File: config.mk
export PLATFORM = sky130hd
export DESIGN_NAME = serial_sub8
export DESIGN_NICKNAME = d
export VERILOG_FILES = /design/src/rtl/serial_sub8.sv
export SDC_FILE = /design/constraint.sdc
export NUM_CORES = 1
export LEC_CHECK = 0
export ABC_CLOCK_PERIOD_IN_PS = 1660
export BUFFER_PORTS_ARGS = -buffer_cell sky130_fd_sc_hd__buf_4
export CAP_MARGIN = 20
export CORE_MARGIN = 4
export CORE_UTILIZATION = 25
export CTS_CLUSTER_DIAMETER = 150
export DETAILED_ROUTE_END_ITERATION = 7
export SYNTH_ARGS = -nofsm -noshare
export SYNTH_HDL_FRONTEND = slang
export SYNTH_SLANG_ARGS = --single-unit
File: constraint.sdc
create_clock -name clk -period 1.66 [get_ports clk]
set_input_delay 0.249 -clock clk [delete_from_list [all_inputs] [get_ports clk]]
set_output_delay 0.249 -clock clk [all_outputs]
set_load 0.02 [all_outputs]
File: src/rtl/serial_sub8.sv
// Bit-serial WIDTH-bit subtract sequencer: drives one external sub1bit cell LSB first,
// chains the borrow through a local register. Optional macro SERIAL_SUB_OVF_EN adds ovf.
module serial_sub8 #(
  parameter int unsigned WIDTH = 8,
  parameter int unsigned CNT_W = 4
) (
  input  logic             clk,
  input  logic             rst,
  input  logic             start,
  input  logic [WIDTH-1:0] a,
  input  logic [WIDTH-1:0] b,
  output logic             ready,
  output logic             busy,
  output logic             done,
  output logic [WIDTH-1:0] diff,
  output logic             bout,
  output logic             zero,
`ifdef SERIAL_SUB_OVF_EN
  output logic             ovf,
`endif
  output logic             ser_a,
  output logic             ser_b,
  output logic             ser_bin,
  input  logic             ser_d,
  input  logic             ser_bout
);

  localparam logic [CNT_W-1:0] CNT_LAST = CNT_W'(WIDTH - 1);

  typedef enum logic [1:0] {
    IDLE  = 2'd0,
    SHIFT = 2'd1,
    DONE  = 2'd2
  } state_t;

  state_t state, state_next;

  logic [WIDTH-1:0] a_sr, b_sr;
  logic [WIDTH-2:0] d_sr;
  logic             brw;
  logic [CNT_W-1:0] cnt;
  logic [WIDTH-1:0] diff_final;
  logic             in_shift;
  logic             accept;
  logic             last_bit;

  assign in_shift   = (state == SHIFT);
  assign accept     = (state == IDLE) && start;
  assign last_bit   = in_shift && (cnt == CNT_LAST);
  assign diff_final = {ser_d, d_sr};

  // Serial cell inputs come only from registers, gated off outside SHIFT
  assign ser_a   = in_shift & a_sr[0];
  assign ser_b   = in_shift & b_sr[0];
  assign ser_bin = in_shift & brw;

  // State register
  always_ff @(posedge clk) begin
    if (rst) state <= IDLE;
    else     state <= state_next;
  end

  // Next-state logic
  always_comb begin
    state_next = state;
    case (state)
      IDLE:    if (start) state_next = SHIFT;
      SHIFT:   if (cnt == CNT_LAST) state_next = DONE;
      DONE:    state_next = IDLE;
      default: state_next = IDLE;
    endcase
  end

  // Status flags registered from the next state
  always_ff @(posedge clk) begin
    if (rst) begin
      ready <= 1'b1;
      busy  <= 1'b0;
      done  <= 1'b0;
    end else begin
      ready <= (state_next == IDLE);
      busy  <= (state_next == SHIFT) || (state_next == DONE);
      done  <= (state_next == DONE);
    end
  end

  // Operand load, serial shift and borrow chaining
  always_ff @(posedge clk) begin
    if (rst) begin
      a_sr <= '0;
      b_sr <= '0;
      d_sr <= '0;
      brw  <= 1'b0;
      cnt  <= '0;
    end else if (accept) begin
      a_sr <= a;
      b_sr <= b;
      d_sr <= '0;
      brw  <= 1'b0;
      cnt  <= '0;
    end else if (in_shift) begin
      a_sr          <= a_sr >> 1;
      b_sr          <= b_sr >> 1;
      d_sr          <= d_sr >> 1;
      d_sr[WIDTH-2] <= ser_d;
      brw           <= ser_bout;
      if (!last_bit) cnt <= cnt + CNT_W'(1);
    end
  end

  // Result registers, updated only on the edge that captures the MSB
  always_ff @(posedge clk) begin
    if (rst) begin
      diff <= '0;
      bout <= 1'b0;
      zero <= 1'b0;
    end else if (last_bit) begin
      diff <= diff_final;
      bout <= ser_bout;
      zero <= (diff_final == '0);
    end
  end

`ifdef SERIAL_SUB_OVF_EN
  logic sa, sb;

  // Signed overflow: operand signs differ and result sign differs from minuend
  always_ff @(posedge clk) begin
    if (rst) begin
      sa  <= 1'b0;
      sb  <= 1'b0;
      ovf <= 1'b0;
    end else begin
      if (accept) begin
        sa <= a[WIDTH-1];
        sb <= b[WIDTH-1];
      end
      if (last_bit) ovf <= (sa ^ sb) & (sa ^ ser_d);
    end
  end
`endif

endmodule

==> run_results.csv <==
group,metric,value,unit
status,outcome,"completed",
clocking,clock_sinks,43,
sta,slew_viol_final,0,
floorplan,pin_count,37,
critical_path,path_max_fanout,17,
sta,rsz0062_at_grt,"false",
clocking,h-tree-depth,2,
sta,tns,0,ps
clocking,root_buffer,"clkbuf_8",
grt,gr-total-overflow,0,
drt,drt_first_pass_iters,4,
finish,nets,261,
grt,busiest_layer,"met2",
floorplan,dieArea,0.00816,mm^2
drt,wirelength,3.91,mm
finish,post-route-util,34.2,%
sta,fin_skew,3.24,ps
finish,layout.cells.non_filler,315,
drt,wl_per_cell,12.4,um
floorplan,initial_core_util,26.2,%
grt,grt_max_degree,33,
synthesis,synth_nets,223,
finish,design_area,0.00221,mm^2
power_and_ir_drop,p_leak,0.850,nW
drt,drtIter0Drc,92,
power_and_ir_drop,power.share.combinational,9.6,%
place,pre_cts_ws,98.3,ps
clocking,clock_latency,290,ps
synthesis,netlist_area,0.00170,mm^2
run,drv_cap,0,
finish,antenna_cells,0,
power_and_ir_drop,switching_power,483,uW
floorplan,fp-row-count,29,
floorplan,fp.dieH,90.4,um
sta,setup_ws,76.2,ps
grt,grt.total_usage,10.1,%
clocking,ctsHoldBuffers,0,
finish,final_cell_mix,"buf_4 (43), dfxtp_1 (42), a21oi_1 (37), nand2_1 (34), a22oi_1 (14)",
critical_path,worstPathArrival,1330,ps
finish,final_common_cell,"buf_4",
sta,finalHoldViolations,0,
sta,fin_crit_sh,95.4,%
critical_path,crit_required,1410,ps
floorplan,core,0.00646,mm^2
grt,grt_pass1_vias,1500,
sta,min_period,1580,ps
synthesis,avgSynthCellArea,8.52,um^2
sta,holdWs,209,ps
grt,use_met1,11.4,%
drt,drc,0,
clocking,postCtsSetupBuffers,0,
finish,drive_gt1_share,24.4,%
power_and_ir_drop,swShare,22.7,%
critical_path,critPathKind,"reg2out",
finish,area_delta_synth_final,30.3,%
power_and_ir_drop,power_frac_seq,50.9,%
sta,setup_violations,0,
grt,use_met3,3.83,%
place,hpwl,2.68,mm
place,place.gp.congestion,0.729,
clocking,tritoncts,"done",
grt,antenna_found_initial,0,
clocking,cts-buffers-inserted,5,
synthesis,yosys_warnings,0,
power_and_ir_drop,powerDensity,965,mW/mm^2
synthesis,syn_inst,199,
clocking,clockBufferDepth,2,
place,dp_cells,306,
place,dpl-instance-area,0.00207,mm^2
floorplan,fp.dieW,90.4,um
synthesis,seq_area_frac_synth,50.8,%
power_and_ir_drop,max-vdd-ir-drop,0.319,mV
sta,max_slew_margin,71.6,%
place,portBuffers,36,
sta,fmax,631,MHz
sta,worstMarginPinSlew,425,ps
power_and_ir_drop,p_int,1.65,mW
synthesis,synthDistinctLibCells,26,
clocking,path_clk_slew,80,ps
drt,vias,1511,
hold_path,hold_path_class,"in2reg",
power_and_ir_drop,power,2.13,mW
critical_path,end_kind,"output pin",
grt,grt_pass1_wl,6.70,mm
synthesis,ys_ff_latch,43,
drt,viasPerCell,4.80,
grt,use_met2,16.9,%
drt,final_antenna_net_count,0,
critical_path,cp-start-kind,"flop",
power_and_ir_drop,pwr-share-clk,39.5,%
## area by class of cell
| cell class | count | area, um^2 |
|---|---|---|
| inverter | 2 | 7.51 |
| timing repair buffer | 44 | 343 |
| multi-input combinational | 141 | 779 |
| clock inverter | 2 | 35.0 |
| sequential | 43 | 865 |
| tap | 77 | 96.3 |
| clock buffer | 6 | 82.6 |
| fill | 689 | 4250 |
## cell usage after synthesis, drive strengths merged
library cell,count,area [um^2]
nand2,34,128
nand3,13,65.1
nor2,2,7.51
o21bai,1,7.51
a31oi,1,6.26
ha,3,37.5
and3b,2,17.5
and2,3,18.8
nor4,2,12.5
o211ai,1,7.51
buf,8,40.0
dfxtp,43,861
nand2b,2,12.5
a21oi,38,190
or4,1,7.51
or3b,1,8.76
o21ai,13,65.1
a22oi,14,105
nor3b,1,12.5
or2,1,6.26
clkbuf,5,18.8
inv,2,7.51
or3,1,6.26
nor2b,4,25.0
nand3b,2,15.0
nand4,1,6.26
## final timing paths
kind,start,endpoint,slack [ps],cells past startpoint
max,state[0],ser_b,80,4
min,a[7],a_sr[7],210,3
max reg2reg,state[1],d_sr[0],190,3
min reg2reg,brw,brw,450,2
## state kept, by name, summed over array words and instances, names as in the netlist, 2 cells and up
signal  flops
a_sr        8
d_sr        7
cnt         4
state       2
diff        8
b_sr        8
## critical path, cell delays in order (launching register included)
cell     delay (ps)
dfxtp_4         390
nor2b_4         210
buf_12          170
and2_1          140
buf_4           140
## per-layer routing
| metal | vias up | share of wire (%) |
|---|---|---|
| met5 | - | 0 |
| met4 | 0 | 1.2 |
| met3 | 4 | 6.6 |
| met2 | 46 | 46 |
| met1 | 685 | 46 |
| li1 | 776 | - |
## what timing repair did
action | 4_1_cts | 5_1_grt
gates cloned | 0 | 0
resized for setup | 2 | 2
setup endpoints to repair | 3 | 1
## cell families (layout without fill, tap and decap cells)
kind of cell / Yosys count / after routing / synth area share [%]
simple gates: 70 / 70 / 20.6
compound gates: 68 / 68 / 22.5
flops: 43 / 43 / 50.8
buf+inv: 15 / 54 / 3.91
fa+ha+maj: 3 / 3 / 2.21
## power by group through the flow
stage | clock, mW | sequential (mW) | combinational (mW)
2_1_floorplan | 0 | 1.11 | 0.108
4_1_cts | 0.873 | 1.09 | 0.202
3_3_place_gp | 0 | 1.11 | 0.200
5_1_grt | 0.918 | 1.09 | 0.227
3_5_place_dp | 0 | 1.11 | 0.201
6_report | 0.841 | 1.09 | 0.204
Power figures use the tool's default switching activity.
